File: config.mk
export PLATFORM = sky130hd
export DESIGN_NAME = exhaustive_vector_sequencer
export DESIGN_NICKNAME = d
export VERILOG_FILES = /design/src/rtl/exhaustive_vector_sequencer.sv
export SDC_FILE = /design/constraint.sdc
export NUM_CORES = 1
export LEC_CHECK = 0
export ABC_CLOCK_PERIOD_IN_PS = 4050
export CAP_MARGIN = 25
export CORE_ASPECT_RATIO = 0.75
export CORE_MARGIN = 5
export CORE_UTILIZATION = 50
export DETAILED_ROUTE_END_ITERATION = 10
export PLACE_DENSITY_LB_ADDON = 0.08
export SYNTH_ARGS = -nofsm -noshare
export SYNTH_HDL_FRONTEND = slang
export SYNTH_SLANG_ARGS = --single-unit
export TNS_END_PERCENT = 100
File: constraint.sdc
create_clock -name CK -period 4.05 [get_ports CK]
set_input_delay 0.6075 -clock CK [delete_from_list [all_inputs] [get_ports CK]]
set_output_delay 0.6075 -clock CK [all_outputs]
set_load 0.01 [all_outputs]
File: src/rtl/exhaustive_vector_sequencer.sv
`default_nettype none
// ============================================================================
// Module  : exhaustive_vector_sequencer
// Sweeps all 2**N_WIDTH input patterns into a DUT, samples each response
// after a settle delay, emits {vector, response} records and folds them into a MISR.
// Rev     : 1.0
// ============================================================================
module exhaustive_vector_sequencer #(
    parameter int                   N_WIDTH       = 6,
    parameter int                   OUT_WIDTH     = 1,
    parameter int                   SETTLE_CYCLES = 1,
    parameter int                   SIG_WIDTH     = 16,
    parameter logic [SIG_WIDTH-1:0] SIG_POLY      = 16'h1021,
    parameter logic [SIG_WIDTH-1:0] SIG_SEED      = 16'h0000
) (
    input  logic                 CK,
    input  logic                 reset,
    input  logic                 start,
    input  logic                 abort,
    output logic [N_WIDTH-1:0]   vec_out,
    input  logic [OUT_WIDTH-1:0] dut_out,
    output logic                 rec_valid,
    input  logic                 rec_ready,
    output logic [N_WIDTH-1:0]   rec_vec,
    output logic [OUT_WIDTH-1:0] rec_resp,
    output logic [SIG_WIDTH-1:0] signature,
    output logic [N_WIDTH:0]     vec_count,
    output logic                 busy,
    output logic                 done
);

    localparam logic [2:0] S_IDLE    = 3'd0;
    localparam logic [2:0] S_APPLY   = 3'd1;
    localparam logic [2:0] S_SETTLE  = 3'd2;
    localparam logic [2:0] S_CAPTURE = 3'd3;
    localparam logic [2:0] S_EMIT    = 3'd4;
    localparam logic [2:0] S_DONE    = 3'd5;

    localparam logic [7:0]         C_SETTLE   = 8'(SETTLE_CYCLES);
    localparam logic [N_WIDTH-1:0] C_VEC_ONE  = {{(N_WIDTH-1){1'b0}}, 1'b1};
    localparam logic [N_WIDTH:0]   C_CNT_ONE  = {{N_WIDTH{1'b0}}, 1'b1};

    logic [2:0]           state_q, state_d;
    logic [N_WIDTH-1:0]   vec_q, vec_d;
    logic [7:0]           settle_q, settle_d;
    logic [N_WIDTH-1:0]   rec_vec_q, rec_vec_d;
    logic [OUT_WIDTH-1:0] rec_resp_q, rec_resp_d;
    logic [SIG_WIDTH-1:0] sig_q, sig_d;
    logic [N_WIDTH:0]     count_q, count_d;

    logic                 w_load;
    logic                 w_accept;
    logic [SIG_WIDTH-1:0] w_resp_ext;
    logic [SIG_WIDTH-1:0] w_sig_next;

    // ---------------- FSM: state register ----------------
    always_ff @(posedge CK or posedge reset) begin
        if (reset) begin
            state_q <= S_IDLE;
        end else begin
            state_q <= state_d;
        end
    end

    // ---------------- FSM: next state ----------------
    always_comb begin
        state_d = state_q;
        if (abort) begin
            state_d = S_IDLE;
        end else begin
            case (state_q)
                S_IDLE, S_DONE: if (start) state_d = S_APPLY;
                S_APPLY:        state_d = (SETTLE_CYCLES == 0) ? S_CAPTURE : S_SETTLE;
                S_SETTLE:       if (settle_q <= 8'd1) state_d = S_CAPTURE;
                S_CAPTURE:      state_d = S_EMIT;
                S_EMIT: begin
                    if (rec_ready) state_d = (&vec_q) ? S_DONE : S_APPLY;
                end
                default:        state_d = S_IDLE;
            endcase
        end
    end

    // ---------------- FSM: outputs ----------------
    always_comb begin
        rec_valid = 1'b0;
        busy      = 1'b0;
        done      = 1'b0;
        case (state_q)
            S_APPLY, S_SETTLE, S_CAPTURE: busy = 1'b1;
            S_EMIT: begin
                busy      = 1'b1;
                rec_valid = 1'b1;
            end
            S_DONE:  done = 1'b1;
            default: ;
        endcase
    end

    // ---------------- Datapath ----------------
    assign w_load   = !abort && start && (state_q == S_IDLE || state_q == S_DONE);
    assign w_accept = !abort && (state_q == S_EMIT) && rec_ready;

    always_comb begin
        w_resp_ext                = '0;
        w_resp_ext[OUT_WIDTH-1:0] = dut_out;
    end

    assign w_sig_next = {sig_q[SIG_WIDTH-2:0], 1'b0}
                      ^ (sig_q[SIG_WIDTH-1] ? SIG_POLY : '0)
                      ^ w_resp_ext;

    always_comb begin
        vec_d      = vec_q;
        settle_d   = settle_q;
        rec_vec_d  = rec_vec_q;
        rec_resp_d = rec_resp_q;
        sig_d      = sig_q;
        count_d    = count_q;
        if (w_load) begin
            vec_d   = '0;
            count_d = '0;
            sig_d   = SIG_SEED;
        end else if (!abort) begin
            case (state_q)
                S_APPLY:  settle_d = C_SETTLE;
                S_SETTLE: settle_d = settle_q - 8'd1;
                S_CAPTURE: begin
                    rec_vec_d  = vec_q;
                    rec_resp_d = dut_out;
                    sig_d      = w_sig_next;
                end
                S_EMIT: begin
                    if (w_accept) begin
                        count_d = count_q + C_CNT_ONE;
                        // The all-ones vector is final: hold it rather than wrap
                        if (!(&vec_q)) vec_d = vec_q + C_VEC_ONE;
                    end
                end
                default: ;
            endcase
        end
    end

    always_ff @(posedge CK or posedge reset) begin
        if (reset) begin
            vec_q      <= '0;
            settle_q   <= '0;
            rec_vec_q  <= '0;
            rec_resp_q <= '0;
            sig_q      <= SIG_SEED;
            count_q    <= '0;
        end else begin
            vec_q      <= vec_d;
            settle_q   <= settle_d;
            rec_vec_q  <= rec_vec_d;
            rec_resp_q <= rec_resp_d;
            sig_q      <= sig_d;
            count_q    <= count_d;
        end
    end

    assign vec_out   = vec_q;
    assign rec_vec   = rec_vec_q;
    assign rec_resp  = rec_resp_q;
    assign signature = sig_q;
    assign vec_count = count_q;

endmodule
`default_nettype wire

==> flow_summary.yaml, run 1 <==
placement:
  gp_congestion: 0.809
  io_buffer_count: 44
  placed_area_mm2: 0.00285
  hpwl_um: 3610
critical_path:
  worst_path_largest_cell_delay_ns: 0.75
  endpoint_kind: "primary output"
  path_class: "flop to primary output"
  cp-start-kind: "flop"
  path_buf_inv: 1
  cp_top_family: "flip-flops"
  cpMaxStageDelayCell: "dfrtp_1"
  critical_path.max_fanout: 20
  cp_cell_sequence: "nor2_1 -> xnor2_1 -> clkdlybuf4s50_1"
  arrival_ns: 1.88
  cp.required_ns: 3.44
timing:
  finalClockSkew_ns: 0.00269
  relSlewSlack_pct: 33.8
  rsz0062_at_grt: "false"
  setup_viol: 0
  post-route-min-period_ns: 2.49
  fin_crit_sh_pct: 61.5
  max_clock_freq_mhz: 402
  setup-tns-final_ns: 0
  hold_violations: 0
  holdWs_ns: 0.477
  worst_slew_pin_slew_ns: 0.991
  final_max_slew_viol_count: 0
floorplanning:
  die_h_um: 69.9
  io_pins: 45
  die_x_um: 89.8
  num_rows: 21
  core_region_area_mm2: 0.00455
  initial_core_util_pct: 52.6
  die-area_mm2: 0.00628
routing:
  drc: 0
  wl_per_cell_um: 14.5
  num_vias: 2007
  dr.pass1.iters: 4
  drt-initial-drc-count: 87
  via_per_inst: 5.62
  antenna_left: 0
  routed_wl_um: 5160
synthesis:
  synth.top_cell.area_share_pct: 49.2
  yosysUniqueCellTypes: 50
  syn_area_per_cell_um2: 9.19
  yosys_most_used_dff: "dfrtp_1"
  syn_nets: 270
  yosysSeqAreaShare_pct: 49.2
  synth_warnings: 0
  synth_cells: 260
  synth_area_leaders: "dfrtp_1, nand2_1, o21ai_0, nand3_1, ha_1"
  synth_edf_count: 0
  yosysTopAreaCell: "dfrtp_1"
  syn_area_mm2: 0.00239
  synth_seq_cells: 47
  async_reset_ff_share_pct: 100
clock_tree:
  clockBufferDepth: 2
  ctsHoldBuffers: 0
  clkTransAtPathRegs_ns: 0.09
  clockRootBuffer: "clkbuf_8"
  clock-sinks: 47
  post_cts_resized: 0
  clock_latency_ns: 0.30
  cts_tree: "built"
  cts_setup_buffers: 0
  cts-htree-levels: 2
  cts-buffers-inserted: 5
min_path:
  min_path_type: "primary input to asynchronous set/reset pin"
job:
  drv_cap: 0
cells_and_area:
  syn_to_final_growth_pct: 24.4
  fin_util_pct: 65.4
  nFillCells: 375
  multi_input_area_mm2: 0.00112
  seq_area_mm2: 0.00118
  nets: 309
  drive_above_1_share_pct: 7.00
  insertedDiodeCount: 0
  final_area_mm2: 0.00297
global_route:
  grt_pass1_vias: 1892
  antenna_found_initial: 0
  grt_max_degree: 43
  gr-total-overflow: 0
  grt_pass1_wl_um: 8780
  grt.total_usage_pct: 16.7
run_status:
  status: "finished, final reports clean"
pwr:
  power_density_mw_per_mm2: 405
  power_leakage_nw: 1.25
  worst_ir_drop_vdd_v: 0.000289
path summary, 6_finish.rpt:
path	start	endpoint	slack [ns]	depth (start not counted)
min in group CK	rec_resp$_DFFE_PP0P_	rec_resp$_DFFE_PP0P_	0.48	2
max	state_q[0]$_DFFE_PP0P_	busy	1.56	3
max in group asynchronous	reset	signature[15]$_DFFE_PP0P_	2.82	3
min reg2reg	rec_resp$_DFFE_PP0P_	rec_resp$_DFFE_PP0P_	0.48	2
min	reset	signature[8]$_DFFE_PP0P_	0.48	2
max reg2reg	state_q[0]$_DFFE_PP0P_	signature[13]$_DFFE_PP0P_	1.99	3
layout by cell type, fill, tap and decap left out, types with 6 or more instances in the layout:
master | netlist | final
nand2_1 | 63 | 63
dfrtp_1 | 47 | 47
clkdlybuf4s50_1 | 0 | 44
o21ai_0 | 29 | 29
nor2_1 | 12 | 12
nand3_1 | 12 | 12
inv_1 | 8 | 7
a21oi_1 | 7 | 7
o31ai_1 | 6 | 6
clkbuf_8 | 0 | 6
state kept, by name, indices dropped and copies added (netlist names):
register	cells
rec_resp	1
rec_vec	6
settle_q	8
signature	16
state_q	3
vec_count	7
vec_out	6
final cells by class:
cell class                 count  share of cell area [%]
inverter                       8                    1.01
clock buffer                   6                    2.78
tap                           57                    2.40
sequential                    47                    39.6
multi-input combinational    191                    37.6
timing repair buffer          46                    15.3
clock inverter                 2                    1.30
per-stage QoR:
step                power, mW  instances  setup slack (ns)
floorplan               0.770        260              2.30
global placement        0.838        349              1.55
detailed placement      0.845        349              1.49
CTS                      1.21        357              1.55
global route             1.27        357              1.40
finish                   1.20        357              1.56
synthesized netlist by cell type (4+ instances only):
master	number
a21oi_1	7
buf_2	4
clkbuf_1	6
dfrtp_1	47
ha_1	4
inv_1	8
nand2_1	63
nand3_1	12
nor2_1	12
nor3_1	5
o21ai_0	29
o31ai_1	6
xnor2_1	5
power breakdown:
part / internal [mW] / switching [mW] / leakage, nW / total (mW)
combinational: 0.118 / 0.140 / 0.540 / 0.258
sequential: 0.510 / 0.0669 / 0.644 / 0.577
clock: 0.203 / 0.166 / 0.0618 / 0.369
cell families (layout without fill, tap and decap cells):
group / Yosys count / after routing / synth area share (%)
compound gates: 60 / 60 / 16.4
xor+xnor: 7 / 7 / 2.57
fa+ha+maj: 4 / 4 / 2.09
buf+inv: 22 / 62 / 4.61
flops: 47 / 47 / 49.2
mux: 4 / 4 / 1.94
simple gates: 116 / 116 / 23.2
metal layers:
| layer | share of wire (%) | global-route usage (%) | wire length [um] | up-vias |
|---|---|---|---|---|
| met5 | 0 | 0 | 0 | - |
| met4 | 1.1 | 6.38 | 57 | 0 |
| met3 | 6.0 | 4.72 | 310 | 7 |
| met2 | 44 | 24.9 | 2270 | 54 |
| met1 | 49 | 23.1 | 2530 | 960 |
| li1 | - | - | - | 986 |
worst reg2reg max path, cell delays in order, from the launching register on:
cell	delay [ns]
dfrtp_1	0.75
nor4bb_4	1.00
nand2_1	0.12
o21ai_0	0.12
Note: power is estimated with default switching activity, not from simulation.
==> run 2: changes to the inputs <==
--- a/config.mk
+++ b/config.mk
@@ -5,7 +5,7 @@
 export SDC_FILE = /design/constraint.sdc
 export NUM_CORES = 1
 export LEC_CHECK = 0
-export ABC_CLOCK_PERIOD_IN_PS = 4050
+export ABC_CLOCK_PERIOD_IN_PS = 2500
 export CAP_MARGIN = 25
 export CORE_ASPECT_RATIO = 0.75
 export CORE_MARGIN = 5
==> constraint.sdc (replaced) <==
create_clock -name CK -period 2.5 [get_ports CK]
set_input_delay 0.375 -clock CK [delete_from_list [all_inputs] [get_ports CK]]
set_output_delay 0.375 -clock CK [all_outputs]
set_load 0.01 [all_outputs]
==> run 2 against run 1 <==
Count of clock-buffer cells in the layout decreased by 1; register-to-register slack got worse by 1.5 ns; utilization up 0.88 points; die area unchanged; largest power group unchanged; setup slack lost 1.3 ns; clock skew rose by 0.0047 ns; global-route usage grew 0.85 points.
==> flow_summary.yaml, run 2 (synthesized netlist as in run 1, its figures left out) <==
timing:
  final_max_slew_viol_count: 0
  holdWs_ns: 0.324
  relSlewSlack_pct: 62.9
  hold_violations: 0
  setup-tns-final_ns: 0
  post-route-min-period_ns: 2.22
  worst_slew_pin_slew_ns: 0.556
  setup_viol: 0
  finalClockSkew_ns: 0.00737
  fin_crit_sh_pct: 88.9
  max_clock_freq_mhz: 450
  rsz0062_at_grt: "false"
routing:
  num_vias: 2010
  antenna_left: 0
  drt-initial-drc-count: 84
  drc: 0
  routed_wl_um: 5410
  wl_per_cell_um: 14.9
  dr.pass1.iters: 4
  via_per_inst: 5.54
clock_tree:
  clock-sinks: 47
  clockRootBuffer: "clkbuf_8"
  cts_tree: "built"
  cts-buffers-inserted: 5
  post_cts_resized: 0
  cts-htree-levels: 2
  ctsHoldBuffers: 0
  clock_latency_ns: 0.30
  clkTransAtPathRegs_ns: 0.09
  clockBufferDepth: 2
  cts_setup_buffers: 0
placement:
  placed_area_mm2: 0.00290
  gp_congestion: 0.853
  hpwl_um: 3880
  io_buffer_count: 44
floorplanning:
  io_pins: 45
  die-area_mm2: 0.00628
  die_h_um: 69.9
  initial_core_util_pct: 52.6
  num_rows: 21
  core_region_area_mm2: 0.00455
  die_x_um: 89.8
critical_path:
  worstReg2RegStart: "state_q[0]$_DFFE_PP0P_"
  cp_cell_sequence: "nor2_1 -> xnor2_1 -> clkdlybuf4s50_1"
  cpMaxStageDelayCell: "dfrtp_1"
  worst_path_largest_cell_delay_ns: 0.70
  path_class: "flop to primary output"
  reg2regPathDepth: 5
  cp-endpoint: "busy"
  ff2ff_setup_slack_ns: 0.54
  cp-start-kind: "flop"
  cp.required_ns: 2.12
  critical_path.max_fanout: 17
  arrival_ns: 1.85
  crit_start: "state_q[1]$_DFFE_PP0P_"
  r2r-end: "settle_q[7]$_DFFE_PP0P_"
  endpoint_kind: "primary output"
global_route:
  grt_pass1_wl_um: 9230
  gr-total-overflow: 0
  grt_pass1_vias: 1935
  grt_max_degree: 28
  grt.total_usage_pct: 17.6
  antenna_found_initial: 0
pwr:
  worst_ir_drop_vdd_v: 0.000445
  power_density_mw_per_mm2: 647
  power_leakage_nw: 1.27
cells_and_area:
  final_area_mm2: 0.00301
  layout_commonest_cell: "nand2_1"
  nFillCells: 396
  syn_to_final_growth_pct: 26.1
  final_cell_mix: "nand2_1, dfrtp_1, clkdlybuf4s50_1"
  insertedDiodeCount: 0
  nets: 315
  drive_above_1_share_pct: 8.82
  largest_reg_flops: 16
job:
  drv_cap: 0
run_status:
  status: "finished, final reports clean"
min_path:
  min_path_type: "primary input to asynchronous set/reset pin"
## run 2: metrics by stage
step | util, % | worst slack [ns] | instances | total power, mW
final | 66.3 | 0.278 | 363 | 1.95
after global routing | 66.3 | 0.165 | 363 | 2.07
after CTS | 66.3 | 0.269 | 363 | 1.96
after detailed placement | 63.7 | 0.360 | 355 | 1.39
after global placement | 63.7 | 0.465 | 355 | 1.38
after floorplan | - | 0.753 | 260 | 1.25
## run 2: layout make-up
cell class / count / area [um2] / area share, %
clock buffer: 5 / 68.8 / 2.28
clock inverter: 3 / 47.5 / 1.58
inverter: 8 / 30.0 / 0.997
multi-input combinational: 191 / 1120 / 37.1
sequential: 47 / 1180 / 39.0
tap: 57 / 71.3 / 2.37
timing repair buffer: 52 / 500 / 16.6
## run 2: worst min path at each step
stage | startpoint | slack [ns] | cells past startpoint | to
detailed placement | rec_vec[2]$_DFFE_PP0P_ | 0.46 | 2 | rec_vec[2]$_DFFE_PP0P_
finish | reset | 0.32 | 2 | signature[7]$_DFFE_PP0P_
floorplan | settle_q[7]$_DFFE_PP0P_ | 0.44 | 1 | settle_q[7]$_DFFE_PP0P_
global placement | rec_vec[4]$_DFFE_PP0P_ | 0.46 | 2 | rec_vec[4]$_DFFE_PP0P_
global route | reset | 0.33 | 2 | signature[7]$_DFFE_PP0P_
CTS | reset | 0.32 | 2 | signature[8]$_DFFE_PP0P_
## run 2: where the power goes
part	total (mW)	switching, mW	leakage [nW]	internal (mW)
logic	0.445	0.242	0.571	0.203
registers	0.936	0.110	0.644	0.826
clock network	0.568	0.265	0.0587	0.303
## run 2: worst max-delay path, delay by kind of cell, from the launching register on
kind          cells  cell delay (ns)
buf+inv           1             0.56
simple gates      1             0.13
flops             1             0.70
xor+xnor          1             0.16
## run 2: layer usage
layer | share of wire, % | GRT usage [%]
met5 | 0 | 0
met4 | 0.63 | 4.03
met3 | 4.8 | 4.72
met2 | 45 | 27.8
met1 | 50 | 24.2
==> run 3: changes to the inputs <==
--- a/config.mk
+++ b/config.mk
@@ -12,6 +12,7 @@
 export CORE_UTILIZATION = 50
 export DETAILED_ROUTE_END_ITERATION = 10
 export PLACE_DENSITY_LB_ADDON = 0.08
+export SKIP_CTS_REPAIR_TIMING = 1
 export SYNTH_ARGS = -nofsm -noshare
 export SYNTH_HDL_FRONTEND = slang
 export SYNTH_SLANG_ARGS = --single-unit
==> results of run 3 <==
Same layout as run 2: the final DEF is identical, and so are final timing and power.
